<file path="src/rtl/alu_entry_ctrl_if.sv">
// Bus between the ENTER/switch front panel and alu_entry_ctrl.
// The panel side (master) drives the switches and the raw button. The block
// side (slave) returns the held result, opcode, stage and valid flag.
interface alu_entry_ctrl_if;
    logic [2:0] sw;
    logic       btn;
    logic [5:0] result;
    logic [2:0] opcodesel;
    logic [1:0] stage;
    logic       result_valid;

    modport master (
        output sw, btn,
        input  result, opcodesel, stage, result_valid
    );

    modport slave (
        input  sw, btn,
        output result, opcodesel, stage, result_valid
    );
endinterface

</file>
<file path="src/rtl/alu_entry_ctrl.sv">
// alu_entry_ctrl: three-press operand/opcode entry stage with a small signed ALU.
// A press on ENTER loads operand A, then operand B, then the opcode, which also
// computes and holds the 6-bit two's-complement result for the display driver.
// Optional macro ALU_BTN_SYNC_EN inserts a two-flop synchronizer on btn ahead of
// the debouncer; without it btn must already be synchronous to clk_in.
module alu_entry_ctrl #(
    parameter int DEBOUNCE_CYCLES = 250000,
    parameter int CNT_W           = 18
) (
    input  logic             clk_in,
    input  logic             reset_n,
    alu_entry_ctrl_if.slave  bus
);

    typedef enum logic [1:0] {
        LOAD_A  = 2'b00,
        LOAD_B  = 2'b01,
        LOAD_OP = 2'b10,
        SHOW    = 2'b11
    } state_t;

    // Operands are sign-extended before arithmetic; bitwise ops stay 3-bit and
    // are zero-extended so the display can show them as a plain binary pattern.
    function automatic logic [5:0] alu_f(
        input logic signed [2:0] a,
        input logic signed [2:0] b,
        input logic        [2:0] op
    );
        logic signed [5:0] ea;
        logic signed [5:0] eb;
        ea = {{3{a[2]}}, a};
        eb = {{3{b[2]}}, b};
        case (op)
            3'b000:  alu_f = ea + eb;
            3'b001:  alu_f = ea - eb;
            3'b010:  alu_f = ea * eb;
            3'b011:  alu_f = {3'b000, a & b};
            3'b100:  alu_f = {3'b000, a | b};
            3'b101:  alu_f = {3'b000, a ^ b};
            3'b110:  alu_f = {3'b000, ~(a ^ b)};
            default: alu_f = -ea;
        endcase
    endfunction

    logic             w_btn_s;
    logic [CNT_W-1:0] r_cnt;
    logic             r_btn_clean;
    logic             r_btn_clean_d;
    logic             w_press;

    state_t           r_state;
    state_t           w_state_nxt;
    logic [2:0]       r_opa;
    logic [2:0]       w_opa_nxt;
    logic [2:0]       r_opb;
    logic [2:0]       w_opb_nxt;
    logic [2:0]       r_opcode;
    logic [2:0]       w_opcode_nxt;
    logic [5:0]       r_result;
    logic [5:0]       w_result_nxt;
    logic             r_valid;
    logic             w_valid_nxt;

`ifdef ALU_BTN_SYNC_EN
    logic r_sync1;
    logic r_sync2;

    // Two-flop synchronizer bringing the asynchronous button into clk_in.
    always_ff @(posedge clk_in or negedge reset_n) begin
        if (!reset_n) begin
            r_sync1 <= 1'b0;
            r_sync2 <= 1'b0;
        end else begin
            r_sync1 <= bus.btn;
            r_sync2 <= r_sync1;
        end
    end

    assign w_btn_s = r_sync2;
`else
    assign w_btn_s = bus.btn;
`endif

    // Debouncer: the clean level follows btn_s only after it has differed for
    // DEBOUNCE_CYCLES consecutive cycles; any agreement restarts the count.
    always_ff @(posedge clk_in or negedge reset_n) begin
        if (!reset_n) begin
            r_cnt       <= '0;
            r_btn_clean <= 1'b0;
        end else if (w_btn_s != r_btn_clean) begin
            if (r_cnt == CNT_W'(DEBOUNCE_CYCLES - 1)) begin
                r_btn_clean <= w_btn_s;
                r_cnt       <= '0;
            end else begin
                r_cnt <= r_cnt + CNT_W'(1);
            end
        end else begin
            r_cnt <= '0;
        end
    end

    // Delayed clean level for rising-edge detection; release makes no press.
    always_ff @(posedge clk_in or negedge reset_n) begin
        if (!reset_n) r_btn_clean_d <= 1'b0;
        else          r_btn_clean_d <= r_btn_clean;
    end

    assign w_press = r_btn_clean & ~r_btn_clean_d;

    // Entry FSM next state and register loads; everything holds without a press.
    always_comb begin
        w_state_nxt  = r_state;
        w_opa_nxt    = r_opa;
        w_opb_nxt    = r_opb;
        w_opcode_nxt = r_opcode;
        w_result_nxt = r_result;
        w_valid_nxt  = r_valid;
        if (w_press) begin
            case (r_state)
                LOAD_A: begin
                    w_opa_nxt   = bus.sw;
                    w_valid_nxt = 1'b0;
                    w_state_nxt = LOAD_B;
                end
                LOAD_B: begin
                    w_opb_nxt   = bus.sw;
                    w_state_nxt = LOAD_OP;
                end
                LOAD_OP: begin
                    w_opcode_nxt = bus.sw;
                    w_result_nxt = alu_f(r_opa, r_opb, bus.sw);
                    w_valid_nxt  = 1'b1;
                    w_state_nxt  = SHOW;
                end
                default: begin
                    w_valid_nxt = 1'b0;
                    w_state_nxt = LOAD_A;
                end
            endcase
        end
    end

    // State and datapath registers; reset discards any partial entry.
    always_ff @(posedge clk_in or negedge reset_n) begin
        if (!reset_n) begin
            r_state  <= LOAD_A;
            r_opa    <= 3'b000;
            r_opb    <= 3'b000;
            r_opcode <= 3'b000;
            r_result <= 6'd0;
            r_valid  <= 1'b0;
        end else begin
            r_state  <= w_state_nxt;
            r_opa    <= w_opa_nxt;
            r_opb    <= w_opb_nxt;
            r_opcode <= w_opcode_nxt;
            r_result <= w_result_nxt;
            r_valid  <= w_valid_nxt;
        end
    end

    assign bus.result       = r_result;
    assign bus.opcodesel    = r_opcode;
    assign bus.stage        = r_state;
    assign bus.result_valid = r_valid;

endmodule

</file>
<file path="src/flat_wrapper.sv">
// flat-port wrapper written by rule: the top's interface ports become plain ports
module alu_entry_ctrl_flat 
#(
    parameter int DEBOUNCE_CYCLES = 250000,
    parameter int CNT_W           = 18
)
  (clk_in, reset_n, bus_sw, bus_btn, bus_result, bus_opcodesel, bus_stage, bus_result_valid);
  alu_entry_ctrl_if bus_i ();
  input  logic clk_in;
  input  logic reset_n;
  input wire logic [$bits(bus_i.sw)-1:0] bus_sw;
  input wire logic [$bits(bus_i.btn)-1:0] bus_btn;
  output wire logic [$bits(bus_i.result)-1:0] bus_result;
  output wire logic [$bits(bus_i.opcodesel)-1:0] bus_opcodesel;
  output wire logic [$bits(bus_i.stage)-1:0] bus_stage;
  output wire logic [$bits(bus_i.result_valid)-1:0] bus_result_valid;
  assign bus_i.sw = bus_sw;
  assign bus_i.btn = bus_btn;
  assign bus_result = bus_i.result;
  assign bus_opcodesel = bus_i.opcodesel;
  assign bus_stage = bus_i.stage;
  assign bus_result_valid = bus_i.result_valid;
  alu_entry_ctrl #(.DEBOUNCE_CYCLES(DEBOUNCE_CYCLES), .CNT_W(CNT_W)) u_core (.clk_in(clk_in), .reset_n(reset_n), .bus(bus_i));
endmodule
</file>
<file path="config.mk">
export PLATFORM = sky130hd
export DESIGN_NAME = alu_entry_ctrl_flat
export DESIGN_NICKNAME = d
export VERILOG_FILES = /design/src/rtl/alu_entry_ctrl_if.sv /design/src/rtl/alu_entry_ctrl.sv /design/src/flat_wrapper.sv
export SDC_FILE = /design/constraint.sdc
export NUM_CORES = 1
export LEC_CHECK = 0
export BUFFER_PORTS_ARGS = -buffer_cell sky130_fd_sc_hd__buf_2
export CAP_MARGIN = 30
export CELL_PAD_IN_SITES_DETAIL_PLACEMENT = 1
export CELL_PAD_IN_SITES_GLOBAL_PLACEMENT = 1
export CORE_MARGIN = 2
export CORE_UTILIZATION = 35
export CTS_BUF_LIST = sky130_fd_sc_hd__clkbuf_4
export CTS_CLUSTER_DIAMETER = 30
export DETAILED_ROUTE_END_ITERATION = 8
export GPL_TIMING_DRIVEN = 0
export PLACE_DENSITY_LB_ADDON = 0.1
export SYNTH_ARGS = -nofsm -noshare
export SYNTH_HDL_FRONTEND = slang
export SYNTH_SLANG_ARGS = --single-unit
export TNS_END_PERCENT = 1
</file>
<file path="constraint.sdc">
create_clock -name clk_in -period 3.6 [get_ports clk_in]
set_input_delay 0.72 -clock clk_in [delete_from_list [all_inputs] [get_ports clk_in]]
set_output_delay 0.72 -clock clk_in [all_outputs]
set_load 0.05 [all_outputs]
</file>
==> summary.txt <==
Timing
  • Share of the clock period used by the worst path: 0.918
  • Final Skew: 8.49 ps
  • Achievable Freq: 303 MHz
  • Final worst slack: 295 ps
  • Final-layout setup total negative slack: 0 ps
  • Headroom to the max-slew limit: 0.426
  • Setup repair after global routing missed its margin: false
  • Post-layout minimum cycle time: 3300 ps
  • Final setup fails: 0
  • Actual transition at the worst max-transition pin: 862 ps
  • Final number of max-transition violations: 0
  • Endpoints failing hold: 0

Critical path
  • CP Capture Type: flop
  • Required @ worst endpoint: 3860 ps
  • Count of buffer and inverter cells on the critical path: 3
  • Crit-path slowest cell: sky130_fd_sc_hd__fa_1
  • Worst-path maximum fanout: 6
  • Delay of the slowest cell on the worst path: 530 ps
  • Chain of cells forming the critical path: ha_1 > inv_1 > fa_1 > inv_1 > fa_1 > ha_1 > inv_1 > fa_1 > o311ai_0 > o21ai_0 > o21ai_0
  • Classification of the worst setup path: flop to flop
  • CP top delay family: adder cells
  • Startpoint kind of the worst setup timing path: flop
  • Crit path DAT: 3560 ps

Clock network
  • Clock edge transition at the registers on the reported setup and hold paths: 120 ps
  • Clk Tree Root Cell: sky130_fd_sc_hd__clkbuf_4
  • TritonCTS clock tree: done
  • CTS buffer count: 5
  • Clock Sinks: 38
  • Source-to-sink clock delay at the later pin of the worst-skew pair: 340 ps
  • H-Tree Depth: 2
  • Buffers inserted by post-CTS timing repair: 0
  • Number of buffers on the longest clock path: 2

Final layout
  • Antenna cells: 0
  • Core utilization of the finished layout: 0.394
  • Number of inserted filler cells in the final layout: 822
  • Layout overhead on the synthesized area: 9.46%
  • Final instance area: 2670 um2
  • Nets: 314
  • Layout cells sized above 1: 0.163

Floorplan
  • Boundary pin count: 18
  • Effective utilization at floorplan: 0.360
  • Horizontal extent of the die: 87.4 um
  • Die area: 7640 um2
  • Number of placement rows: 30
  • CORE AREA: 6760 um2
  • Vertical die dimension: 87.4 um

Drt
  • Initial drt markers: 82
  • Ratio of routed vias to standard cells: 4.95
  • Aggregate routed wire length: 5.35 mm
  • Per-cell routed wire length: 14.8 um
  • Final antenna-violating net count: 0
  • Initial DRT Pass Iterations: 4
  • Remaining design rule violation count: 0
  • Total via count after detailed routing: 1,793

Placement
  • Gp weighted congestion: 0.794
  • Post-place setup slack: 289 ps
  • Number of I/O port buffers: 15
  • HPWL after detailed placement: 4.10 mm
  • Placed Instance Area: 2610 um2

Synth
  • Proportion of synthesized chip area in sequential cells: 0.391
  • Post-synthesis cell type count: 46
  • Cell area after synthesis: 2430 um2
  • Flop and latch count out of synthesis: 38
  • Number of standard cells after synthesis: 259
  • Post-synth net total: 292
  • Synthesized area divided by synthesized cell count: 9.40 um2
  • Number of warnings issued by yosys: 0

GRT
  • Wire length of the first global-routing pass: 9.43 mm
  • Antenna violations before repair: 0
  • Global route overflow: 0
  • Global-route usage over all layers: 0.159
  • Number of global-route vias before repair: 1,834
  • Largest net degree at the start of global routing: 39

Hold path
  • Type of the worst min-delay path: flop to flop

Outcome
  • Run status: finished, final reports clean

Pwr
  • Power, Total: 756 uW
  • Power density over the cells: 284 nW/um2
  • Cell leakage power: 1.24 nW
  • VDD IR-drop max: 0.153 mV

Run
  • Number of violations of the max-capacitance limit: 0
-- metrics by stage --
step / hold WS (ps) / cells
after floorplan: 401 / 259
after global placement: 431 / 354
after detailed placement: 435 / 354
after CTS: 465 / 362
after global routing: 488 / 362
final: 450 / 362
-- power by group --
group	total (mW)	leakage [nW]	internal, mW	switching (mW)
Clock	0.213	0.0286	0.0727	0.141
Sequential	0.439	0.468	0.433	0.00527
Combinational	0.104	0.740	0.0368	0.0670
-- cell usage in the layout (no fill, tap or decap), types with 5 or more instances in the layout --
| cell type | count |
|---|---|
| sky130_fd_sc_hd__buf_2 | 17 |
| sky130_fd_sc_hd__xor2_1 | 6 |
| sky130_fd_sc_hd__nor3_1 | 5 |
| sky130_fd_sc_hd__clkbuf_4 | 5 |
| sky130_fd_sc_hd__fa_1 | 6 |
| sky130_fd_sc_hd__xnor2_1 | 15 |
| sky130_fd_sc_hd__nand3_1 | 6 |
| sky130_fd_sc_hd__nor2_1 | 25 |
| sky130_fd_sc_hd__ha_1 | 21 |
| sky130_fd_sc_hd__dfrtp_1 | 37 |
| sky130_fd_sc_hd__inv_1 | 27 |
| sky130_fd_sc_hd__a21oi_1 | 7 |
| sky130_fd_sc_hd__o21ai_0 | 19 |
| sky130_fd_sc_hd__clkbuf_1 | 5 |
| sky130_fd_sc_hd__nand2_1 | 29 |
| sky130_fd_sc_hd__mux2_2 | 5 |
-- metal layers --
| layer | global-route usage | vias to the layer above | wire length (um) |
|---|---|---|---|
| li1 | - | 898 | - |
| met5 | 0 | - | 0 |
| met2 | 0.220 | 23 | 2190 |
| met4 | 0.0378 | 0 | 48 |
| met3 | 0.0341 | 5 | 172 |
| met1 | 0.249 | 867 | 2940 |
-- cell usage after synthesis (all sizes together) --
master	number	share of area
xnor2	15	0.054
nand2	29	0.045
a211oi	2	0.0062
nor2	28	0.046
o31ai	1	0.0031
or4	1	0.0046
inv	28	0.043
nor4	3	0.010
and3	1	0.0026
o221ai	1	0.0036
nor4b	1	0.0036
o2bb2ai	1	0.0036
o211ai	1	0.0031
and4	1	0.0041
mux4	1	0.0092
o21ai	19	0.039
nand4	3	0.010
clkbuf	6	0.0098
o2111ai	1	0.0036
a22o	1	0.0036
xor2	6	0.022
fa	6	0.049
a21oi	7	0.014
o22ai	1	0.0026
nor2b	2	0.0051
mux2i	1	0.0041
nand2b	3	0.0077
nor3	7	0.018
nor3b	1	0.0031
mux2	5	0.023
or2	2	0.0051
a32oi	1	0.0036
dfrtp	38	0.39
nand3b	2	0.0062
a31oi	1	0.0026
ha	21	0.11
buf	4	0.010
o311ai	1	0.0036
nand3	6	0.012
-- state kept, by name, summed over array words and instances (netlist names), 2 cells and up --
register / flops
u_core.bus.opcodesel: 3
u_core.bus.result: 6
u_core.bus.stage: 2
u_core.r_cnt: 18
u_core.r_opa: 3
u_core.r_opb: 3
-- repair_timing --
| item | 4_1_cts | 5_1_grt |
|---|---|---|
| resized for setup | 0 | 1 |
| hold buffers | 0 | 0 |
| endpoints found under the setup margin | 0 | 1 |
-- area by class of cell --
class / count / area, um2 / area share
Timing Repair Buffer: 15 / 75.1 / 0.0282
Multi-Input combinational cell: 183 / 1330 / 0.499
Inverter: 28 / 105 / 0.0394
Buffer: 10 / 48.8 / 0.0183
Sequential cell: 38 / 952 / 0.357
Clock buffer: 5 / 37.5 / 0.0141
Tap cell: 80 / 100 / 0.0376
Clock inverter: 3 / 16.3 / 0.00610
-- path summary, 6_finish.rpt --
check	slack, ps	to	cells past startpoint	startpoint
worst max-delay path	300	u_core.bus.result[4]	11	u_core.r_opa[1]
worst min-delay path	450	u_core.r_btn_clean_d	0	u_core.r_btn_clean
worst max register to register	300	u_core.bus.result[4]	11	u_core.r_opa[1]
worst min register to register	450	u_core.r_btn_clean_d	0	u_core.r_btn_clean
max in group asynchronous	2520	u_core.r_opa[2]	1	reset_n
min in group asynchronous	480	u_core.r_cnt[8]	1	reset_n
-- worst register-to-register path, cell delays in order (launching register included) --
cell	delay (ps)
sky130_fd_sc_hd__dfrtp_1	520
sky130_fd_sc_hd__ha_1	270
sky130_fd_sc_hd__inv_1	80
sky130_fd_sc_hd__fa_1	530
sky130_fd_sc_hd__inv_1	50
sky130_fd_sc_hd__fa_1	410
sky130_fd_sc_hd__ha_1	200
sky130_fd_sc_hd__inv_1	60
sky130_fd_sc_hd__fa_1	450
sky130_fd_sc_hd__o311ai_0	330
sky130_fd_sc_hd__o21ai_0	180
sky130_fd_sc_hd__o21ai_0	160
-- kinds of logic (layout without fill, tap and decap cells) --
logic type / count (synthesis) / count (layout) / share of synthesized area
flip-flops: 38 / 38 / 0.391
AND/OR/NAND/NOR: 90 / 90 / 0.184
AO/OA/AOI/OAI: 38 / 38 / 0.0925
multiplexers: 7 / 7 / 0.0365
buffers and inverters: 38 / 61 / 0.0632
XOR/XNOR: 21 / 21 / 0.0755
adder cells (fa/ha/maj): 27 / 27 / 0.157
Note: power is estimated with default switching activity, not from simulation.
